`config.mk`:
```
export PLATFORM = sky130hd
export DESIGN_NAME = bank_pingpong_ctrl_flat
export DESIGN_NICKNAME = d
export VERILOG_FILES = /design/src/rtl/bank_pingpong_ctrl_pkg.sv /design/src/rtl/bank_pingpong_ctrl_if.sv /design/src/rtl/bank_pingpong_ctrl_bank_write_mux.sv /design/src/rtl/bank_pingpong_ctrl.sv /design/src/flat_wrapper.sv
export SDC_FILE = /design/constraint.sdc
export NUM_CORES = 1
export LEC_CHECK = 0
export ABC_AREA = 1
export CAP_MARGIN = 20
export CELL_PAD_IN_SITES_DETAIL_PLACEMENT = 1
export CELL_PAD_IN_SITES_GLOBAL_PLACEMENT = 1
export CORE_ASPECT_RATIO = 1.5
export CORE_UTILIZATION = 27
export DETAILED_ROUTE_END_ITERATION = 12
export GPL_ROUTABILITY_DRIVEN = 0
export PLACE_DENSITY_LB_ADDON = 0.05
export SYNTH_ARGS = -nofsm -noshare
export SYNTH_HDL_FRONTEND = slang
export SYNTH_SLANG_ARGS = --single-unit
export TNS_END_PERCENT = 10
```
`constraint.sdc`:
```
create_clock -name clk -period 1.5 [get_ports clk]
set_clock_uncertainty 0.2 [all_clocks]
set_input_delay 0.3 -clock clk [delete_from_list [all_inputs] [get_ports clk]]
set_output_delay 0.3 -clock clk [all_outputs]
set_load 0.02 [all_outputs]
```
`src/rtl/bank_pingpong_ctrl_pkg.sv`:
```
// Shared types for the receiver ping-pong bank scheduler.
package receiver_pkg;

  typedef enum logic {FILL = 1'b0, WAIT_DSP = 1'b1} pp_state_t;

  typedef logic bank_sel_t;

  localparam bank_sel_t BANK_I  = 1'b0;
  localparam bank_sel_t BANK_II = 1'b1;

endpackage

```
`src/rtl/bank_pingpong_ctrl_if.sv`:
```
// Sample stream, DSP handshake and bank write-port bundle for bank_pingpong_ctrl.
interface bank_pingpong_ctrl_if #(
  parameter int ADDR_W = 16,
  parameter int DATA_W = 16
);
  logic              in_valid;
  logic [DATA_W-1:0] in_data;
  logic              in_ready;
  logic              dsp_start;
  logic              dsp_bank;
  logic              dsp_done;
  logic [ADDR_W-1:0] dsp_waddr;
  logic [DATA_W-1:0] dsp_wdata;
  logic              dsp_wen;
  logic [ADDR_W-1:0] write_addr_1;
  logic [DATA_W-1:0] write_data_1;
  logic              write_en_1;
  logic [ADDR_W-1:0] write_addr_2;
  logic [DATA_W-1:0] write_data_2;
  logic              write_en_2;
  logic [15:0]       overrun_cnt;

  modport slave (
    input  in_valid, in_data, dsp_done, dsp_waddr, dsp_wdata, dsp_wen,
    output in_ready, dsp_start, dsp_bank,
           write_addr_1, write_data_1, write_en_1,
           write_addr_2, write_data_2, write_en_2, overrun_cnt
  );

  modport master (
    output in_valid, in_data, dsp_done, dsp_waddr, dsp_wdata, dsp_wen,
    input  in_ready, dsp_start, dsp_bank,
           write_addr_1, write_data_1, write_en_1,
           write_addr_2, write_data_2, write_en_2, overrun_cnt
  );

endinterface

```
`src/rtl/bank_pingpong_ctrl_bank_write_mux.sv`:
```
// Combinational routing of the registered fill write and the DSP write onto bank I/II.
module bank_write_mux
  import receiver_pkg::*;
#(
  parameter int ADDR_W = 16,
  parameter int DATA_W = 16
) (
  input  logic              fill_en,
  input  bank_sel_t         fill_bank,
  input  logic [ADDR_W-1:0] fill_addr,
  input  logic [DATA_W-1:0] fill_data,
  input  bank_sel_t         dsp_bank,
  input  logic              dsp_en,
  input  logic [ADDR_W-1:0] dsp_addr,
  input  logic [DATA_W-1:0] dsp_data,
  output logic [ADDR_W-1:0] addr_1,
  output logic [DATA_W-1:0] data_1,
  output logic              en_1,
  output logic [ADDR_W-1:0] addr_2,
  output logic [DATA_W-1:0] data_2,
  output logic              en_2
);

  logic fill_hit_1, fill_hit_2, dsp_hit_1, dsp_hit_2;

  // The final fill write of a frame lands one cycle after the swap, in the bank the DSP
  // now owns; it takes the port so a bank never has two writers in one cycle.
  always_comb begin
    fill_hit_1 = fill_en && (fill_bank == BANK_I);
    fill_hit_2 = fill_en && (fill_bank == BANK_II);
    dsp_hit_1  = dsp_en && (dsp_bank == BANK_I) && !fill_hit_1;
    dsp_hit_2  = dsp_en && (dsp_bank == BANK_II) && !fill_hit_2;
    en_1       = fill_hit_1 || dsp_hit_1;
    en_2       = fill_hit_2 || dsp_hit_2;
    addr_1     = dsp_hit_1 ? dsp_addr : fill_addr;
    data_1     = dsp_hit_1 ? dsp_data : fill_data;
    addr_2     = dsp_hit_2 ? dsp_addr : fill_addr;
    data_2     = dsp_hit_2 ? dsp_data : fill_data;
  end

endmodule

```
`src/rtl/bank_pingpong_ctrl.sv`:
```
// Ping-pong scheduler for two sample banks shared between the input stream and the DSP.
// Optional PINGPONG_OVERRUN_DROP_EN: keep accepting while waiting on the DSP, drop and count.
//
//   state    | meaning
//   FILL     | streaming samples into fill_bank, in_ready high
//   WAIT_DSP | frame complete, DSP still holds the other bank; waiting for dsp_done
module bank_pingpong_ctrl
  import receiver_pkg::*;
#(
  parameter int ADDR_W    = 16,
  parameter int DATA_W    = 16,
  parameter int FRAME_LEN = 256
) (
  input logic                 clk,
  input logic                 rst_n,
  bank_pingpong_ctrl_if.slave bus
);

  localparam logic [ADDR_W-1:0] LAST_PTR = ADDR_W'(FRAME_LEN - 1);

  pp_state_t         state_q, state_d;
  bank_sel_t         fill_bank_q, fill_bank_d;
  logic [ADDR_W-1:0] wr_ptr_q, wr_ptr_d;
  logic              dsp_busy_q, dsp_busy_d;
  logic              dsp_start_q, dsp_start_d;
  logic              in_ready_q, in_ready_d;
  logic [ADDR_W-1:0] wr_addr_q, wr_addr_d;
  logic [DATA_W-1:0] wr_data_q, wr_data_d;
  logic              wr_en_q, wr_en_d;
  bank_sel_t         wr_bank_q, wr_bank_d;
  logic [15:0]       ovr_q, ovr_d;
  logic              accept, last;

  always_comb begin
    state_d     = state_q;
    fill_bank_d = fill_bank_q;
    wr_ptr_d    = wr_ptr_q;
    dsp_busy_d  = dsp_busy_q;
    dsp_start_d = 1'b0;
    wr_en_d     = 1'b0;
    wr_addr_d   = wr_addr_q;
    wr_data_d   = wr_data_q;
    wr_bank_d   = wr_bank_q;
    ovr_d       = ovr_q;
    accept      = bus.in_valid && in_ready_q;
    last        = (wr_ptr_q == LAST_PTR);
    case (state_q)
      FILL: begin
        if (accept) begin
          wr_en_d   = 1'b1;
          wr_addr_d = wr_ptr_q;
          wr_data_d = bus.in_data;
          wr_bank_d = fill_bank_q;
          wr_ptr_d  = last ? '0 : wr_ptr_q + ADDR_W'(1);
        end
        if (accept && last) begin
          if (!dsp_busy_q || bus.dsp_done) begin
            fill_bank_d = ~fill_bank_q;
            dsp_busy_d  = 1'b1;
            dsp_start_d = 1'b1;
          end else begin
            state_d = WAIT_DSP;
          end
        end else if (bus.dsp_done) begin
          dsp_busy_d = 1'b0;
        end
      end
      WAIT_DSP: begin
        if (bus.dsp_done) begin
          fill_bank_d = ~fill_bank_q;
          dsp_start_d = 1'b1;
          state_d     = FILL;
        end
`ifdef PINGPONG_OVERRUN_DROP_EN
        if (accept && (ovr_q != 16'hFFFF)) ovr_d = ovr_q + 16'd1;
`endif
      end
      default: state_d = FILL;
    endcase
`ifdef PINGPONG_OVERRUN_DROP_EN
    in_ready_d = 1'b1;
`else
    in_ready_d = (state_d == FILL);
`endif
  end

  always_ff @(posedge clk or negedge rst_n) begin
    if (!rst_n) begin
      state_q     <= FILL;
      fill_bank_q <= BANK_I;
      wr_ptr_q    <= '0;
      dsp_busy_q  <= 1'b0;
      dsp_start_q <= 1'b0;
      in_ready_q  <= 1'b0;
      wr_addr_q   <= '0;
      wr_data_q   <= '0;
      wr_en_q     <= 1'b0;
      wr_bank_q   <= BANK_I;
      ovr_q       <= '0;
    end else begin
      state_q     <= state_d;
      fill_bank_q <= fill_bank_d;
      wr_ptr_q    <= wr_ptr_d;
      dsp_busy_q  <= dsp_busy_d;
      dsp_start_q <= dsp_start_d;
      in_ready_q  <= in_ready_d;
      wr_addr_q   <= wr_addr_d;
      wr_data_q   <= wr_data_d;
      wr_en_q     <= wr_en_d;
      wr_bank_q   <= wr_bank_d;
      ovr_q       <= ovr_d;
    end
  end

  assign bus.in_ready    = in_ready_q;
  assign bus.dsp_start   = dsp_start_q;
  assign bus.dsp_bank    = ~fill_bank_q;
  assign bus.overrun_cnt = ovr_q;

  bank_write_mux #(.ADDR_W(ADDR_W), .DATA_W(DATA_W)) u_mux (
    .fill_en   (wr_en_q),
    .fill_bank (wr_bank_q),
    .fill_addr (wr_addr_q),
    .fill_data (wr_data_q),
    .dsp_bank  (~fill_bank_q),
    .dsp_en    (bus.dsp_wen && dsp_busy_q),
    .dsp_addr  (bus.dsp_waddr),
    .dsp_data  (bus.dsp_wdata),
    .addr_1    (bus.write_addr_1),
    .data_1    (bus.write_data_1),
    .en_1      (bus.write_en_1),
    .addr_2    (bus.write_addr_2),
    .data_2    (bus.write_data_2),
    .en_2      (bus.write_en_2)
  );

endmodule

```
`src/flat_wrapper.sv`:
```
// flat-port wrapper written by rule: the top's interface ports become plain ports
module bank_pingpong_ctrl_flat import receiver_pkg::*;
#(
  parameter int ADDR_W    = 16,
  parameter int DATA_W    = 16,
  parameter int FRAME_LEN = 256
)
  (clk, rst_n, bus_in_valid, bus_in_data, bus_dsp_done, bus_dsp_waddr, bus_dsp_wdata, bus_dsp_wen, bus_in_ready, bus_dsp_start, bus_dsp_bank, bus_write_addr_1, bus_write_data_1, bus_write_en_1, bus_write_addr_2, bus_write_data_2, bus_write_en_2, bus_overrun_cnt);
  bank_pingpong_ctrl_if #(.ADDR_W(ADDR_W), .DATA_W(DATA_W)) bus_i ();
  input logic clk;
  input logic rst_n;
  input wire logic [$bits(bus_i.in_valid)-1:0] bus_in_valid;
  input wire logic [$bits(bus_i.in_data)-1:0] bus_in_data;
  input wire logic [$bits(bus_i.dsp_done)-1:0] bus_dsp_done;
  input wire logic [$bits(bus_i.dsp_waddr)-1:0] bus_dsp_waddr;
  input wire logic [$bits(bus_i.dsp_wdata)-1:0] bus_dsp_wdata;
  input wire logic [$bits(bus_i.dsp_wen)-1:0] bus_dsp_wen;
  output wire logic [$bits(bus_i.in_ready)-1:0] bus_in_ready;
  output wire logic [$bits(bus_i.dsp_start)-1:0] bus_dsp_start;
  output wire logic [$bits(bus_i.dsp_bank)-1:0] bus_dsp_bank;
  output wire logic [$bits(bus_i.write_addr_1)-1:0] bus_write_addr_1;
  output wire logic [$bits(bus_i.write_data_1)-1:0] bus_write_data_1;
  output wire logic [$bits(bus_i.write_en_1)-1:0] bus_write_en_1;
  output wire logic [$bits(bus_i.write_addr_2)-1:0] bus_write_addr_2;
  output wire logic [$bits(bus_i.write_data_2)-1:0] bus_write_data_2;
  output wire logic [$bits(bus_i.write_en_2)-1:0] bus_write_en_2;
  output wire logic [$bits(bus_i.overrun_cnt)-1:0] bus_overrun_cnt;
  assign bus_i.in_valid = bus_in_valid;
  assign bus_i.in_data = bus_in_data;
  assign bus_i.dsp_done = bus_dsp_done;
  assign bus_i.dsp_waddr = bus_dsp_waddr;
  assign bus_i.dsp_wdata = bus_dsp_wdata;
  assign bus_i.dsp_wen = bus_dsp_wen;
  assign bus_in_ready = bus_i.in_ready;
  assign bus_dsp_start = bus_i.dsp_start;
  assign bus_dsp_bank = bus_i.dsp_bank;
  assign bus_write_addr_1 = bus_i.write_addr_1;
  assign bus_write_data_1 = bus_i.write_data_1;
  assign bus_write_en_1 = bus_i.write_en_1;
  assign bus_write_addr_2 = bus_i.write_addr_2;
  assign bus_write_data_2 = bus_i.write_data_2;
  assign bus_write_en_2 = bus_i.write_en_2;
  assign bus_overrun_cnt = bus_i.overrun_cnt;
  bank_pingpong_ctrl #(.ADDR_W(ADDR_W), .DATA_W(DATA_W), .FRAME_LEN(FRAME_LEN)) u_core (.clk(clk), .rst_n(rst_n), .bus(bus_i));
endmodule
```
==> results.cfg, run 1 <==
[cells_and_area]
drive_above_1_share = 0.462
diodes = 0
layoutNonFillerInstCount = 837
finalNetCount = 738
final_area_mm2 = 0.00683
fin_util = 0.566
fillCellCount = 1374
area_growth_pct = 103

[critical_path]
cp.buffers_inverters = 6
cpMostUsedCell = buf_6
endpoint_kind = output port
cp.required_ps = 1000
cpMaxStageDelayCell = dfrtp_1
r2r_setup_slack_ps = -110
cpPeakStageDelay_ps = 370
crit_arrival_ps = 1860
critPathKind = reg2out
crit_family = buffers and inverters
start_kind = flip-flop
crit_chain = inv_2, nor3_4, buf_6, nand2_8, buf_12, buf_8, buf_6, o21ai_4, buf_6
critPathMaxFanout = 4

[logic_synthesis]
synth-edff-count = 0
yosys.cell_types.count = 31
synthXorXnorAreaFrac = 0.00780
synth_top_family_by_area = simple AND/OR/NAND/NOR gates
postSynthCellCount = 483
ys_warn_count = 0
ys_ff_latch = 55
synth_top_area_frac = 0.408
synth_compound_area_frac = 0.125
yosysMostFrequentCell = nand2_1
synth_area_per_cell_um2 = 6.98
ys_async_sr_fraction = 1.00
synth.yosys.seq_area_share = 0.408
yosys_most_used_dff = dfrtp_1
synthTopCellsByCount = 179 x nand2_1, 67 x inv_1, 55 x dfrtp_1
synthTopCellsByArea = dfrtp_1 41%, nand2_1 20%, inv_1 7.5%, o21ai_0 6.7%, o21ai_1 5.3%
post-synth-top-area-cell = dfrtp_1
yosys.area_share.simple = 0.304
netlist_area_mm2 = 0.00337
synthAdderAreaFrac = 0.00371
synth_mux_area_frac = 0

[sta]
setup_violations = 81
fin_setup_tns_ps = -50610
slew_viol_final = 0
setup_ws_ps = -859
fin_crit_ps = 2360
finalCritPeriodShare = 1.57
finalHoldViolations = 0
fmax_ghz = 0.424
rsz0062_at_grt = yes

[flow_run]
drv_cap = 0

[run_status]
status = finished with violations
violations = setup timing

[global_routing]
grt_usage = 0.196
grt_pass1_vias = 3986
grt_pass1_wl_um = 19900
antenna_found_initial = 0
grt_max_degree = 56
overflow = 0

[pwr]
power_density_mw_per_mm2 = 862
ir_drop_mv = 0.500
p_leak_nw = 3.25

[die]
die_x_um = 93.2
dieArea_mm2 = 0.0129
rows = 49
coreArea_mm2 = 0.0121
start_util = 0.279
num_io_pins = 138
die_h_um = 139

[placement]
dp.cells = 803
placed_cell_area_mm2 = 0.00586
place_hpwl_um = 9170
io_buffers = 121

[hold_path]
hp-class = in2async

[clocking]
cts_buffer_depth = 2
worst_skew_pair.late_latency_ps = 300
cts_root_buf = clkbuf_16
cts_tree = built
htree_levels = 2
cts_buffers = 5
path_clk_slew_ps = 70
cts_sinks = 55

[drt]
vias = 3785
drt_iter0_markers = 81
via_per_inst = 4.52
drt_wl_total_um = 13500
wire_per_inst_um = 16.1
drc_errors = 0
drt.antenna.violating_nets = 0
first_pass_iters = 3
==> metrics by stage <==
step / power, W / hold WS [ps] / worst slack (ps)
after floorplan: 0.00324 / -196 / -198
after global placement: 0.00431 / 129 / -1270
after detailed placement: 0.00436 / 126 / -1310
after CTS: 0.00568 / 321 / -1000
after global routing: 0.00620 / 343 / -909
final: 0.00589 / 329 / -859
==> worst reg2reg max path, stage by stage (launching register included) <==
cell and delay (ps):
dfrtp_1 390, buf_4 140, nand3_2 120, nor2_1 140
nand3_2 110, nor2_2 190, nand3_1 100, nand2_1 80
inv_1 40
==> kinds of logic after synthesis <==
| kind of cell | Yosys count |
|---|---|
| buffers and inverters | 104 |
| adders and majority gates | 1 |
| and+or+nand+nor | 235 |
| xor gates and xnor gates | 3 |
| AOI/OAI and AO/OA | 84 |
| DFF | 55 |
| other | 1 |
==> routing by layer <==
layer | GRT usage | share of wire | up-vias | wire (µm)
li1 | - | - | 1856 | -
met4 | 0.0551 | 0.012 | 0 | 157
met3 | 0.0219 | 0.030 | 11 | 402
met5 | 0 | 0 | - | 0
met1 | 0.219 | 0.38 | 1844 | 5060
met2 | 0.380 | 0.58 | 74 | 7870
==> sequential cells by signal (all words and copies together), names as in the netlist <==
register / count
u_core.bus.dsp_start: 1
u_core.state_q: 1
u_core.dsp_busy_q: 1
u_core.bus.in_ready: 1
u_core.fill_bank_q: 1
u_core.wr_bank_q: 1
u_core.wr_data_q: 16
u_core.wr_en_q: 1
u_core.wr_addr_q: 16
u_core.wr_ptr_q: 16
==> cell usage in the layout (no fill, tap or decap), drive strengths merged <==
cell / netlist / final
xnor2: 1 / 1
dfrtp: 55 / 55
nor2: 28 / 28
a31oi: 1 / 1
nand2: 184 / 186
a21oi: 2 / 2
clkinvlp: 0 / 1
buf: 29 / 150
ha: 1 / 1
dlygate4sd3: 0 / 1
nor3: 6 / 6
clkdlybuf4s15: 0 / 1
conb: 1 / 16
inv: 69 / 69
clkdlybuf4s50: 0 / 49
clkbuf: 6 / 14
xor2: 2 / 2
nor3b: 1 / 1
o21ai: 81 / 81
dlygate4sd2: 0 / 2
nand3: 15 / 15
bufinv: 0 / 1
nand4: 1 / 1
==> layout make-up <==
cell class                      count  area (µm²)  area share
Clock inverter                      2        37.5     0.00549
Sequential cell                    55        1380       0.202
Timing Repair Buffer              212        2240       0.327
Clock buffer                        5         125      0.0183
Inverter                           69         264      0.0386
Tap cell                          153         191      0.0280
Multi-Input combinational cell    341        2600       0.381
==> repair_timing <==
item                                   CTS  global route
endpoints found under the hold margin   55             0
cloned                                   2             6
hold buffers                             1             0
pin swaps                                4            10
setup endpoints to repair              111           111
resized for setup                      290           229
buffers inserted                        10             8
==> power by group <==
| group | internal [W] | switching [W] | total, W |
|---|---|---|---|
| logic | 0.00127 | 0.00134 | 0.00260 |
| clock network | 0.000779 | 0.000539 | 0.00132 |
| registers | 0.00170 | 0.000267 | 0.00197 |
==> path summary, 6_finish.rpt <==
path                                      start                    to  cells past startpoint
max                           u_core.dsp_busy_q   bus_write_addr_2[0]                      9
min reg2reg                u_core.wr_data_q[10]  u_core.wr_data_q[10]                      2
min                                       rst_n  u_core.wr_addr_q[12]                      3
max reg2reg                  u_core.wr_ptr_q[0]   u_core.wr_ptr_q[13]                      8
max in group asynchronous                 rst_n   u_core.bus.in_ready                      3
min in group clk                 bus_in_data[1]   u_core.wr_data_q[1]                      3
Note: power is estimated with default switching activity, not from simulation.
==> run 2: changes to the inputs <==
--- a/config.mk
+++ b/config.mk
@@ -10,9 +10,10 @@
 export CELL_PAD_IN_SITES_DETAIL_PLACEMENT = 1
 export CELL_PAD_IN_SITES_GLOBAL_PLACEMENT = 1
 export CORE_ASPECT_RATIO = 1.5
-export CORE_UTILIZATION = 27
+export CORE_UTILIZATION = 32
 export DETAILED_ROUTE_END_ITERATION = 12
 export GPL_ROUTABILITY_DRIVEN = 0
+export GPL_TIMING_DRIVEN = 1
 export PLACE_DENSITY_LB_ADDON = 0.05
 export SYNTH_ARGS = -nofsm -noshare
 export SYNTH_HDL_FRONTEND = slang
==> constraint.sdc (replaced) <==
create_clock -name clk -period 3.05 [get_ports clk]
set_clock_uncertainty 0.2 [all_clocks]
set_input_delay 0.61 -clock clk [delete_from_list [all_inputs] [get_ports clk]]
set_output_delay 0.61 -clock clk [all_outputs]
set_load 0.02 [all_outputs]
==> results.cfg, run 2 (synthesis gave the netlist of run 1 again) <==
[run_status]
status = finished clean

[sta]
fin_crit_ps = 3020
slew_headroom = 0.589
hold_slack_ps = 126
rsz0062_at_grt = yes
setup_violations = 0
finalHoldViolations = 0
slew_viol_final = 0
tightest_slew_ps = 617
fmax_ghz = 0.331
finalCritPeriodShare = 0.990

[global_routing]
antenna_found_initial = 0
grt_pass1_vias = 3313
overflow = 0
grt_usage = 0.186
grt_pass1_wl_um = 16200
grt_max_degree = 61

[die]
die_h_um = 128
num_io_pins = 138
rows = 45
die_x_um = 85.8
start_util = 0.331
coreArea_mm2 = 0.0102
dieArea_mm2 = 0.0110

[clocking]
cts_root_buf = clkbuf_16
cts_buffer_depth = 2
worst_skew_pair.late_latency_ps = 290
path_clk_slew_ps = 60
cts_tree = built
cts_hold_buf = 0
cts_sinks = 55
cts_buffers = 5
htree_levels = 2

[cells_and_area]
finalNetCount = 654
layout_commonest_cell = nand2_1
fin_util = 0.455
drive_above_1_share = 0.105
top_regs = u_core.wr_addr_q x16, u_core.wr_data_q x16, u_core.wr_ptr_q x16
final_cell_mix = 179 x nand2_1, 67 x inv_1, 56 x clkdlybuf4s50_1, 55 x dfrtp_1, 45 x o21ai_0
area_growth_pct = 37.5
diodes = 0

[drt]
drt_wl_total_um = 9450
wire_per_inst_um = 12.7
drc_errors = 0
first_pass_iters = 4
vias = 3326
via_per_inst = 4.48
drt_iter0_markers = 124
drt.antenna.violating_nets = 0

[critical_path]
crit_path_start = bus_dsp_wen
crit_family = buffers and inverters
critPathKind = in2out
crit_arrival_ps = 2210
crit_chain = clkdlybuf4s50_1, inv_1, nor3_2, nand2_2, buf_12, o21ai_0, clkdlybuf4s15_1
critPathMaxFanout = 60
cpMaxStageDelayCell = clkdlybuf4s50_1
ff2ff_path_depth = 8
endpoint_kind = output port
cp.buffers_inverters = 4
start_kind = primary input
cp.required_ps = 2240
crit_cells = 7
cpPeakStageDelay_ps = 460
r2r-start = u_core.wr_ptr_q[1]

[pwr]
p_leak_nw = 2.48
power_density_mw_per_mm2 = 488
ir_drop_mv = 0.244

[placement]
io_buffers = 121
place_hpwl_um = 7380

[flow_run]
drv_cap = 0

[hold_path]
hp-class = in2async
[run 2: worst register-to-register path: stages (launching register included)]
cell and delay, ps:
dfrtp_1 390, ha_1 200, nand3_2 130, nor2_1 280, nand3_1 120, nand2_1 120, inv_1 60, nor2_2 90
inv_1 40
[run 2: area by class of cell]
class | count | area (µm²)
clock buffer | 7 | 133
multi-input combinational | 339 | 1550
timing repair buffer | 130 | 1140
clock inverter | 1 | 5.00
sequential | 55 | 1380
fill | 1301 | 5560
inverter | 69 | 259
tap | 141 | 176
[run 2: stage by stage]
step | instances | power [W] | TNS [ps] | area [µm²] | worst slack [ps]
2_1_floorplan | 498 | 0.00142 | 0 | 3430 | 559
3_3_place_gp | 734 | 0.00180 | -11090 | 4660 | -233
3_5_place_dp | 734 | 0.00182 | -14440 | 4660 | -300
4_1_cts | 742 | 0.00230 | 0 | 4720 | 1.54
5_1_grt | 742 | 0.00242 | -218 | 4630 | -79.2
6_report | 742 | 0.00226 | 0 | 4630 | 29.5
[run 2: routing by layer]
metal  vias to the layer above  part of all wire  GRT usage
li1                       1684                 -          -
met1                      1554              0.45      0.229
met2                        82              0.50      0.331
met3                         6             0.038     0.0258
met4                         0             0.013     0.0588
met5                         -                 0          0
[run 2: power breakdown]
| part | switching, W | internal, W |
|---|---|---|
| logic | 0.000454 | 0.000305 |
| clock network | 0.000253 | 0.000304 |
| registers | 0.000109 | 0.000839 |
[run 2: path summary, 6_finish.rpt]
path                                              to  slack, ps
worst max-delay path            bus_write_addr_2[14]         30
worst min-delay path            u_core.wr_addr_q[11]        130
worst max register to register   u_core.bus.in_ready       1300
worst min register to register     u_core.dsp_busy_q        300
max in group asynchronous         u_core.wr_ptr_q[5]       1840
min in group clk                   u_core.dsp_busy_q        300
[run 2: timing repair]
item | in CTS | in global routing
endpoints found under the hold margin | 0 | 0
setup buffers | 0 | 0
endpoints found under the setup margin | 64 | 45
gates resized for setup | 67 | 91
==> run 3: changes to the inputs <==
--- a/config.mk
+++ b/config.mk
@@ -10,6 +10,7 @@
 export CELL_PAD_IN_SITES_DETAIL_PLACEMENT = 1
 export CELL_PAD_IN_SITES_GLOBAL_PLACEMENT = 1
 export CORE_ASPECT_RATIO = 1.5
+export CORE_MARGIN = 4
 export CORE_UTILIZATION = 32
 export DETAILED_ROUTE_END_ITERATION = 12
 export GPL_ROUTABILITY_DRIVEN = 0
==> results.cfg, run 3 (synthesis gave the netlist of run 1 again) <==
[sta]
finalCritPeriodShare = 0.977
tightest_slew_ps = 576
fmax_ghz = 0.336
setup_violations = 0
slew_headroom = 0.616
rsz0062_at_grt = yes
fin_setup_tns_ps = 0
fin_crit_ps = 2980
slew_viol_final = 0
finalHoldViolations = 0

[pwr]
intPower_w = 0.00149
p_sw_frac = 0.356
p_leak_nw = 2.47
combPwrFrac = 0.327
clock_power_share = 0.262
power_density_mw_per_mm2 = 501
power_frac_seq = 0.411
power_w = 0.00231
ir_drop_mv = 0.236
power_switching_w = 0.000822

[placement]
place_hpwl_um = 7810
io_buffers = 121

[clocking]
cts_buffers = 5
cts_buffer_depth = 2
htree_levels = 2
cts_tree = built
worst_skew_pair.late_latency_ps = 290
cts_hold_buf = 0
path_clk_slew_ps = 70
cts_sinks = 55
cts_root_buf = clkbuf_16
postCtsSetupBuffers = 0

[cells_and_area]
final_cell_mix = 179 x nand2_1, 67 x inv_1, 56 x clkdlybuf4s50_1, 55 x dfrtp_1, 45 x o21ai_0
finalNetCount = 652
area_growth_pct = 36.7
diodes = 0
top_regs = u_core.wr_addr_q x16, u_core.wr_data_q x16, u_core.wr_ptr_q x16
fillCellCount = 1321
drive_above_1_share = 0.122
layout_commonest_cell = nand2_1

[drt]
via_per_inst = 4.50
wire_per_inst_um = 13.5
first_pass_iters = 4
drt.antenna.violating_nets = 0
drc_errors = 0
vias = 3333
drt_iter0_markers = 102
drt_wl_total_um = 9970

[die]
dieArea_mm2 = 0.0123
rows = 45
num_io_pins = 138
die_x_um = 91.8
start_util = 0.331
coreArea_mm2 = 0.0102
die_h_um = 134

[global_routing]
grt_pass1_wl_um = 16200
grt_pass1_vias = 3197
grt_max_degree = 61
antenna_found_initial = 0
overflow = 0
grt_usage = 0.162

[critical_path]
endpoint_kind = output port
crit_arrival_ps = 2170
critPathKind = in2out
critPathMaxFanout = 60
start_kind = primary input
cp.required_ps = 2240

[flow_run]
drv_cap = 0

[hold_path]
hp-class = in2async

[run_status]
status = finished clean
[run 3: changes by cell type in the layout (fill, tap and decap cells not counted), moves of 2 or more]
cell / previous run / this run
buf_4: 7 / 4
clkbuf_2: 27 / 37
clkbuf_8: 0 / 2
clkdlybuf4s15_1: 17 / 10
dlygate4sd2_1: 20 / 16
[run 3: worst paths after layout]
kind,from,end,slack [ps],depth (start not counted)
setup / recovery,bus_dsp_wen,bus_write_data_1[6],70,7
hold / removal,rst_n,u_core.wr_addr_q[14],110,1
setup reg to reg,u_core.state_q,u_core.wr_ptr_q[3],1200,5
hold reg to reg,u_core.dsp_busy_q,u_core.dsp_busy_q,290,2
max in group asynchronous,rst_n,u_core.wr_addr_q[4],1970,2
min in group clk,u_core.dsp_busy_q,u_core.dsp_busy_q,290,2
[run 3: worst max-delay path, cell delays in order]
cell and delay (ps):
clkdlybuf4s50_1 450, inv_1 80, nor3_4 220, nand2_4 90, buf_12 190, o21ai_1 170
clkdlybuf4s15_1 320
[run 3: layer usage]
layer	part of all wire	vias up	wire length, µm	global-route usage
met2	0.52	79	5160	0.291
met3	0.034	8	343	0.0260
li1	-	1681	-	-
met1	0.44	1565	4340	0.199
met5	0	-	0	0
met4	0.013	0	133	0.0455
[run 3: stage by stage]
stage	area (µm²)	instances	setup WS (ps)	hold slack (ps)	util
floorplan	3430	498	559	114	-
global placement	4650	732	-205	274	0.457
detailed placement	4650	732	-309	275	0.457
CTS	4740	740	2.62	134	0.465
global route	4610	740	-3.24	155	0.452
finish	4610	740	71.3	108	0.452
[run 3: power by group through the flow]
stage	sequential, W	combinational (W)	clock [W]
3_5_place_dp	0.000966	0.000862	0
4_1_cts	0.000952	0.000780	0.000624
3_3_place_gp	0.000961	0.000843	0
6_report	0.000950	0.000754	0.000605
5_1_grt	0.000969	0.000843	0.000659
2_1_floorplan	0.000930	0.000489	0
[run 3: area by class of cell]
class                   instances  area [µm²]  share of cell area
flip-flops and latches         55        1380               0.299
repair buffers                128        1090               0.237
well taps                     141         176              0.0383
inverters                      69         259              0.0562
clock buffers                   8         156              0.0339
multi-input cells             339        1550               0.336
[run 3: what timing repair did]
action / CTS / global route
setup endpoints to repair: 64 / 52
resized for setup: 70 / 100
pin swaps: 0 / 1
